<file path="src/rtl/iomem_pwm_leds_pkg.sv">
// Shared constants, register map and helpers for the iomem LED PWM controller.
package iomem_pwm_leds_pkg;

   localparam logic [7:0]  ADDR_HI_DEFAULT = 8'h03;
   localparam int unsigned PRESC_W_MAX     = 16;
   localparam int unsigned NUM_LEDS        = 8;
   localparam int unsigned DUTY_W          = 8;
   localparam int unsigned PHASE_W         = 8;

   typedef enum logic [1:0] {
      REG_CTRL    = 2'd0,
      REG_DUTY_LO = 2'd1,
      REG_DUTY_HI = 2'd2,
      REG_STATUS  = 2'd3
   } reg_off_e;

   localparam int unsigned CTRL_EN_BIT      = 0;
   localparam int unsigned CTRL_PRESC_LSB   = 16;
   localparam int unsigned STATUS_PHASE_LSB = 0;
   localparam int unsigned STATUS_EN_BIT    = 8;
   localparam int unsigned STATUS_PEND_BIT  = 16;

   // Merge write data into an old word under byte strobes.
   function automatic logic [31:0] apply_wstrb(input logic [31:0] old,
                                                input logic [31:0] wdata,
                                                input logic [3:0]  wstrb);
      logic [31:0] res;
      res = old;
      for (int b = 0; b < 4; b++) begin
         if (wstrb[b]) res[8*b +: 8] = wdata[8*b +: 8];
      end
      return res;
   endfunction

endpackage

</file>
<file path="src/rtl/iomem_pwm_leds_pwm_timebase.sv">
// Shared PWM timebase: prescaler and 8-bit phase counter, both held at 0 while disabled.
module iomem_pwm_leds_pwm_timebase
   import iomem_pwm_leds_pkg::*;
#(
   parameter int unsigned PRESC_W = PRESC_W_MAX
) (
   input  logic               clk,
   input  logic               resetn,
   input  logic               en,
   input  logic [PRESC_W-1:0] presc,
   output logic               tick,
   output logic [PHASE_W-1:0] phase,
   output logic               wrap
);

   logic [PRESC_W-1:0] presc_cnt;

   // A shrunken reload leaves the counter above it; it then rolls over naturally.
   assign tick = en && (presc_cnt == presc);
   assign wrap = tick && (phase == {PHASE_W{1'b1}});

   always_ff @(posedge clk or negedge resetn) begin
      if (!resetn) begin
         presc_cnt <= '0;
         phase     <= '0;
      end else if (!en) begin
         presc_cnt <= '0;
         phase     <= '0;
      end else if (tick) begin
         presc_cnt <= '0;
         phase     <= phase + PHASE_W'(1);
      end else begin
         presc_cnt <= presc_cnt + PRESC_W'(1);
      end
   end

endmodule

</file>
<file path="src/rtl/iomem_pwm_leds.sv">
// iomem slave driving 8 LEDs with double-buffered 8-bit PWM duties.
module iomem_pwm_leds
   import iomem_pwm_leds_pkg::*;
#(
   parameter logic [7:0]  ADDR_HI = ADDR_HI_DEFAULT,
   parameter int unsigned PRESC_W = PRESC_W_MAX
) (
   input  logic                clk,
   input  logic                resetn,
   input  logic                iomem_valid,
   output logic                iomem_ready,
   input  logic [3:0]          iomem_wstrb,
   input  logic [31:0]         iomem_addr,
   input  logic [31:0]         iomem_wdata,
   output logic [31:0]         iomem_rdata,
   output logic [NUM_LEDS-1:0] leds
);

   localparam int unsigned DUTY_BITS = NUM_LEDS * DUTY_W;

   logic                 en_q;
   logic [PRESC_W-1:0]   presc_q;
   logic [DUTY_BITS-1:0] duty_reg;
   logic [DUTY_BITS-1:0] duty_act;
   logic                 pend_q;

   logic                 tick;
   logic                 wrap;
   logic [PHASE_W-1:0]   phase;

   logic                 sel_c;
   logic                 wr_c;
   logic                 load_c;
   reg_off_e             off_c;
   logic [31:0]          ctrl_c;
   logic [31:0]          status_c;
   logic [31:0]          rdata_c;
   logic [31:0]          ctrl_new_c;
   logic [NUM_LEDS-1:0]  leds_nxt_c;
   logic                 unused_c;

   iomem_pwm_leds_pwm_timebase #(
      .PRESC_W (PRESC_W)
   ) u_timebase (
      .clk    (clk),
      .resetn (resetn),
      .en     (en_q),
      .presc  (presc_q),
      .tick   (tick),
      .phase  (phase),
      .wrap   (wrap)
   );

   assign sel_c  = iomem_valid && !iomem_ready && (iomem_addr[31:24] == ADDR_HI);
   assign wr_c   = sel_c && (iomem_wstrb != 4'h0);
   assign off_c  = reg_off_e'(iomem_addr[3:2]);
   assign load_c = !en_q || wrap;

   // Register views and read mux; reads always return the pre-write value.
   always_comb begin
      ctrl_c   = '0;
      status_c = '0;
      ctrl_c[CTRL_EN_BIT]                      = en_q;
      ctrl_c[CTRL_PRESC_LSB +: PRESC_W]        = presc_q;
      status_c[STATUS_PHASE_LSB +: PHASE_W]    = phase;
      status_c[STATUS_EN_BIT]                  = en_q;
      status_c[STATUS_PEND_BIT]                = pend_q;
      case (off_c)
         REG_CTRL:    rdata_c = ctrl_c;
         REG_DUTY_LO: rdata_c = duty_reg[31:0];
         REG_DUTY_HI: rdata_c = duty_reg[63:32];
         default:     rdata_c = status_c;
      endcase
      ctrl_new_c = apply_wstrb(ctrl_c, iomem_wdata, iomem_wstrb);
   end

   always_comb begin
      leds_nxt_c = '0;
      for (int i = 0; i < NUM_LEDS; i++) begin
         leds_nxt_c[i] = en_q && (phase < duty_act[DUTY_W*i +: DUTY_W]);
      end
   end

   // Address bits outside the page/offset fields alias by design.
   assign unused_c = ^{iomem_addr[23:4], iomem_addr[1:0], tick, ctrl_new_c};

   always_ff @(posedge clk or negedge resetn) begin
      if (!resetn) begin
         iomem_ready <= 1'b0;
         iomem_rdata <= '0;
         en_q        <= 1'b0;
         presc_q     <= '0;
         duty_reg    <= '0;
         duty_act    <= '0;
         pend_q      <= 1'b0;
         leds        <= '0;
      end else begin
         iomem_ready <= sel_c;
         iomem_rdata <= sel_c ? rdata_c : '0;
         leds        <= leds_nxt_c;
         if (load_c) begin
            duty_act <= duty_reg;
            pend_q   <= 1'b0;
         end
         // A duty write coinciding with a load keeps PEND set for the next boundary.
         if (wr_c) begin
            case (off_c)
               REG_CTRL: begin
                  en_q    <= ctrl_new_c[CTRL_EN_BIT];
                  presc_q <= ctrl_new_c[CTRL_PRESC_LSB +: PRESC_W];
               end
               REG_DUTY_LO: begin
                  duty_reg[31:0] <= apply_wstrb(duty_reg[31:0], iomem_wdata, iomem_wstrb);
                  pend_q         <= 1'b1;
               end
               REG_DUTY_HI: begin
                  duty_reg[63:32] <= apply_wstrb(duty_reg[63:32], iomem_wdata, iomem_wstrb);
                  pend_q          <= 1'b1;
               end
               default: ;
            endcase
         end
      end
   end

endmodule

</file>
<file path="config.mk">
export PLATFORM = sky130hd
export DESIGN_NAME = iomem_pwm_leds
export DESIGN_NICKNAME = d
export VERILOG_FILES = /design/src/rtl/iomem_pwm_leds_pkg.sv /design/src/rtl/iomem_pwm_leds_pwm_timebase.sv /design/src/rtl/iomem_pwm_leds.sv
export SDC_FILE = /design/constraint.sdc
export NUM_CORES = 1
export LEC_CHECK = 0
export ABC_AREA = 1
export CAP_MARGIN = 20
export CORE_ASPECT_RATIO = 1.75
export CORE_MARGIN = 3
export CORE_UTILIZATION = 44
export CTS_BUF_LIST = sky130_fd_sc_hd__clkbuf_2 sky130_fd_sc_hd__clkbuf_4 sky130_fd_sc_hd__clkbuf_8
export CTS_CLUSTER_DIAMETER = 60
export DETAILED_ROUTE_END_ITERATION = 8
export GPL_TIMING_DRIVEN = 1
export PLACE_DENSITY_LB_ADDON = 0.25
export SLEW_MARGIN = 10
export SYNTH_ARGS = -nofsm -noshare
export SYNTH_HDL_FRONTEND = slang
export SYNTH_SLANG_ARGS = --single-unit
export TNS_END_PERCENT = 1
</file>
<file path="constraint.sdc">
create_clock -name clk -period 2.68 [get_ports clk]
set_input_delay 0.402 -clock clk [delete_from_list [all_inputs] [get_ports clk]]
set_output_delay 0.402 -clock clk [all_outputs]
set_load 0.01 [all_outputs]
</file>
# [Word level (Yosys, flattened, before mapping)]
# Index checks and enable logic that the tools add are counted.
[classes] add_sub_neg=2 multipliers=0 n_div=0 n_lt_le_gt_ge=8 eq_ne=6 n_shift=0 n_mux=9 n_bitwise=0 reduce_logical=30
[ops] cell="$pmux 32 s3" count=1
[ops] cell="$lt 8x8->1" count=8
[ops] cell="$reduce_and 3->1" count=11
[ops] cell="$mux 16" count=2
[ops] cell="$mux 32" count=1
[ops] cell="$add 16x1->16 const B" count=1
[ops] cell="$eq 16x16->1" count=1
[ops] cell="$mux 8" count=2
[ops] cell="$logic_and 1x1->1" count=13
[ops] cell="$add 8x1->8 const B" count=1
[ops] cell="$eq 8x2->1 const B" count=1
[ops] cell="$eq 8x8->1 const B" count=1
[ops] cell="$reduce_bool 4->1" count=1
[ops] cell="$mux 1" count=3
[ops] cell="$eq 2x1->1 const B" count=1
[ops] cell="$eq 2x2->1 const B" count=1
[ops] cell="$logic_not 1->1" count=2
[ops] cell="$logic_not 2->1" count=1
[ops] cell="$ne 2x1->1 const B" count=1
[ops] cell="$reduce_or 2->1" count=1
[ops] cell="$logic_or 1x1->1" count=1
[totals] ff_bits=211 latch_bits=0 ramBits=0 rom_bits=0 out_inout_bits=41 word_cells=73 n_memories=0

# [Longest topological paths before layout]
[logic_depth] word_depth=7 mapped_depth=13

# [Hierarchy]
# From an unflattened synthesis, not the netlist that was laid out.
[hier_totals] cells_unflattened=1267 hier_area_um2=10729.0
[by_module_without_submodules] module="iomem_pwm_leds" n_inst=1 cells_per_inst=1010 area_each_um2=9032.4
[by_module_without_submodules] module="iomem_pwm_leds_pwm_timebase" n_inst=1 cells_per_inst=257 area_each_um2=1696.6

# [Worst setup path after synthesis]
# Ideal clock, no wire load.
[synth_path] path_type="register to register" from="register u_timebase.phase[1]" to="register duty_act[32]" setup_ps=66 arrival_ps=1728 required_time_ps=2614 setup_slack_ps=886 path_stages_with_launch=10 path_buffers=2 synth_period_minus_slack_ps=1794 path_cell_list="dfrtp_1 ha_1 nand2_1 inv_2 nand2_1 o21ai_1 buf_2 buf_1 nand3_1 nand2_1"
[synth_between] elab_chain_len=3
[synth_lines] element="from (decl)" line="iomem_pwm_leds_pwm_timebase.sv:12" source="output logic [PHASE_W-1:0] phase,"
[synth_lines] element="from (signal assigned)" line="iomem_pwm_leds_pwm_timebase.sv:31" source="phase <= phase + PHASE_W'(1);"
[synth_lines] element="$eq 8x8->1" line="iomem_pwm_leds_pwm_timebase.sv:20" source="assign wrap = tick && (phase == {PHASE_W{1'b1}});"
[synth_lines] element="$logic_and 1x1->1" line="iomem_pwm_leds_pwm_timebase.sv:20"
[synth_lines] element="$logic_or 1x1->1" line="iomem_pwm_leds.sv:57" source="assign load_c = !en_q || wrap;"
[synth_lines] element="to (signal assigned)" line="iomem_pwm_leds.sv:102" source="duty_act <= duty_reg;"
[synth_lines] element="to (decl)" line="iomem_pwm_leds.sv:24" source="logic [DUTY_BITS-1:0] duty_act;"
# Every way passes these cells.
# A chain may end at the register's enable or synchronous reset.

# [Worst setup path after layout]
[layout_path] from="register u_timebase.phase[2]" to="register duty_act[36]"
# The elaborated chain is that of the path after synthesis.

==> impl_results.md <==
* Combinational Power Share at 4.9%
* Synth cell types at 28
* Post-synth top cells: nand2_1, dfrtp_1, nand3_1
* Tcrit/Tclk final at 74.0%
* Root Driver: clkbuf_8
* Int Pwr at 0.00499 W
* Via count at 8969
* Via density at 5.13
* Worst Setup Start Kind: register
* Syn-to-layout area delta at 20.2%
* # resized after CTS at 0
* Global-route wire length before repair at 45900 um
* Yosys warning total at 0
* Post-CTS Hold Fix Bufs at 1
* Die area at 25900 sq um
* CP max-delay cell: dfrtp_1
* Chip height at 211 um
* Fmax at 504 MHz
* Routability cong. at 0.906
* Post-synth EDFFs at 0
* Final setup vio count at 0
* Async SR Flop Fraction at 100%
* Syn Area/Cell at 8.07 sq um
* CTS clk-pin slew, worst paths at 0.06 ns
* Pwr Density at 511 nW/um^2
* Ant diodes at 0
* Core Footprint at 23400 sq um
* Routed Antenna Nets at 0
* CP Buf/Inv Count at 2
* Worst EP required at 3.13 ns
* CTS tree: built
* Seq/Total Area, Yosys at 50.2%
* Dpl hpwl at 20300 um
* Worst setup path startpoint: u_timebase.phase[2]
* Nature of the critical path endpoint: register
* Layout cells sized above 1 at 8.18%
* Worst path max stage delay at 0.65 ns
* # rows at 74
* Clock power share at 45.3%
* Num Clock Sinks at 211
* GRT overflow at 0
* Sw power at 0.00147 W
* Iter 0 DRT Violations at 548
* CTS Buf Count at 34
* Crit path max-delay family: flip-flops
* Area contributors post-synth: dfrtp_1, nand2_1, ha_1, nand3_1, inv_1
* Clk Latency, worst-skew pair at 0.53 ns
* Final Skew at 0.0270 ns
* #FFs+latches synth at 211
* Port Buffers at 89
* Post-CTS Setup Repair Bufs at 0
* Arr. time, crit path at 2.43 ns
* Max-slew headroom at 60.0%
* Final instance area at 12700 sq um
* Placed Area at 11900 sq um
* Cell with the most instances after synthesis: nand2_1
* Critical Path, Cell by Cell: nand2_1 -> inv_2 -> nand2_1 -> o21ai_4 -> buf_4 -> nand3_1 -> nand2_1
* Worst-Margin Slew at 0.600 ns
* Residual DRC at 0
* Tmin final at 1.98 ns
* Status: finished, final reports clean
* Initial antenna violation count at 0
* Starting density of the core at 44.9%
* Post-Syn Area at 10500 sq um
* Post-synth top area share at 50.2%
* Gate Count Post-Synth at 1304
* Static leakage power at 6.34 nW
* Unrepaired setup endpoints after global routing: no
* Sequential share of power at 49.8%
* Wire per inst at 16.1 um
* Final TNS setup at 0 ns
* Origin of the critical flop-to-flop path: u_timebase.phase[2]
* Switch share at 22.8%
* CP Class: register to register
* Synthesized Nets at 1437
* Vias in the first global route at 8992
* Dominant cell type by area after synthesis: dfrtp_1
* Die width at 123 um
* IO Pins at 112
* Total GRT Usage at 22.6%
* Clk buf depth at 3
* NumNets Final at 1550
* Most frequent CP cell: nand2_1
* Peak VDD IR at 407 uV
* H-tree levels at 2
* Final hold vios at 0
* Max-cap violations at 0
* Top_reg_cell synth: dfrtp_1
* Hold Crit Class: input pin to async pin
* Largest net degree at the start of global routing at 62
* CP max FO at 32
* Pre-antenna DRT Iters at 5
* Fin. max-slew vios at 0
* Final wirelength at 28100 um
## area by class of cell
type,count,area [sq um]
multi-input combinational,907,4500
tap,304,380
inverter,135,507
timing repair buffer,128,1250
clock inverter,5,25.0
clock buffer,57,709
sequential,211,5280
fill,2196,10800
## metrics by stage
stage	utilization, %	setup WS, ns	total power [W]	hold slack (ns)	cells
after floorplan	-	0.886	0.00337	0.106	1304
after global placement	50.8	0.390	0.00359	0.430	1684
after detailed placement	50.8	0.364	0.00360	0.429	1684
after CTS	54.0	0.721	0.00655	0.426	1747
after global routing	54.0	0.524	0.00672	0.462	1747
final	54.0	0.697	0.00647	0.429	1747
## power groups by stage
stage / registers, W / clock network, W / logic, W
finish: 0.00322 / 0.00293 / 0.000318
global route: 0.00322 / 0.00315 / 0.000352
CTS: 0.00322 / 0.00301 / 0.000323
detailed placement: 0.00327 / 0 / 0.000321
global placement: 0.00327 / 0 / 0.000319
floorplan: 0.00327 / 0 / 0.000101
## final timing paths
kind                                       end  slack (ns)  cells past startpoint
max                               duty_act[36]        0.70                      7
max in group asynchronous         duty_act[31]        1.52                      3
max reg2reg                       duty_act[36]        0.70                      7
min in group clk                  duty_reg[45]        0.47                      3
min reg2reg                       duty_act[37]        0.47                      2
min                        u_timebase.phase[1]        0.43                      2
## kinds of logic (layout without fill, tap and decap cells)
| group | Yosys count | in the layout | synth area share [%] |
|---|---|---|---|
| simple gates | 723 | 723 | 28.3 |
| flops | 211 | 211 | 50.2 |
| buf+inv | 186 | 325 | 7.26 |
| compound gates | 111 | 111 | 6.00 |
| fa+ha+maj | 62 | 62 | 7.37 |
| xor+xnor | 11 | 11 | 0.915 |
## placed cells by master (no fill, tap or decap), types with 2 or more instances in the layout
cell type	netlist	final
a311oi_1	7	7
nand3_1	139	139
o21ai_0	29	29
nand4_1	15	15
inv_1	126	126
clkdlybuf4s50_1	0	88
clkinv_1	3	3
nor2_4	2	2
dfrtp_1	211	211
nor2_1	60	60
buf_12	0	5
ha_2	0	2
o21a_1	8	8
nand2_2	3	3
a21oi_1	46	46
o21ai_1	3	2
a22o_1	3	3
a31oi_1	15	15
inv_2	6	6
xor2_1	11	11
ha_1	62	60
nor3_1	7	7
nand2_1	493	493
clkbuf_8	0	46
buf_4	0	33
clkinv_2	0	5
clkbuf_4	0	12
## routing by layer
metal / part of all wire (%) / global-route usage [%] / vias up
li1: - / - / 4402
met1: 37 / 25.0 / 4285
met2: 54 / 41.8 / 210
met3: 3.5 / 2.98 / 72
met4: 5.0 / 10.8 / 0
met5: 0 / 0 / -
Power figures use the tool's default switching activity.
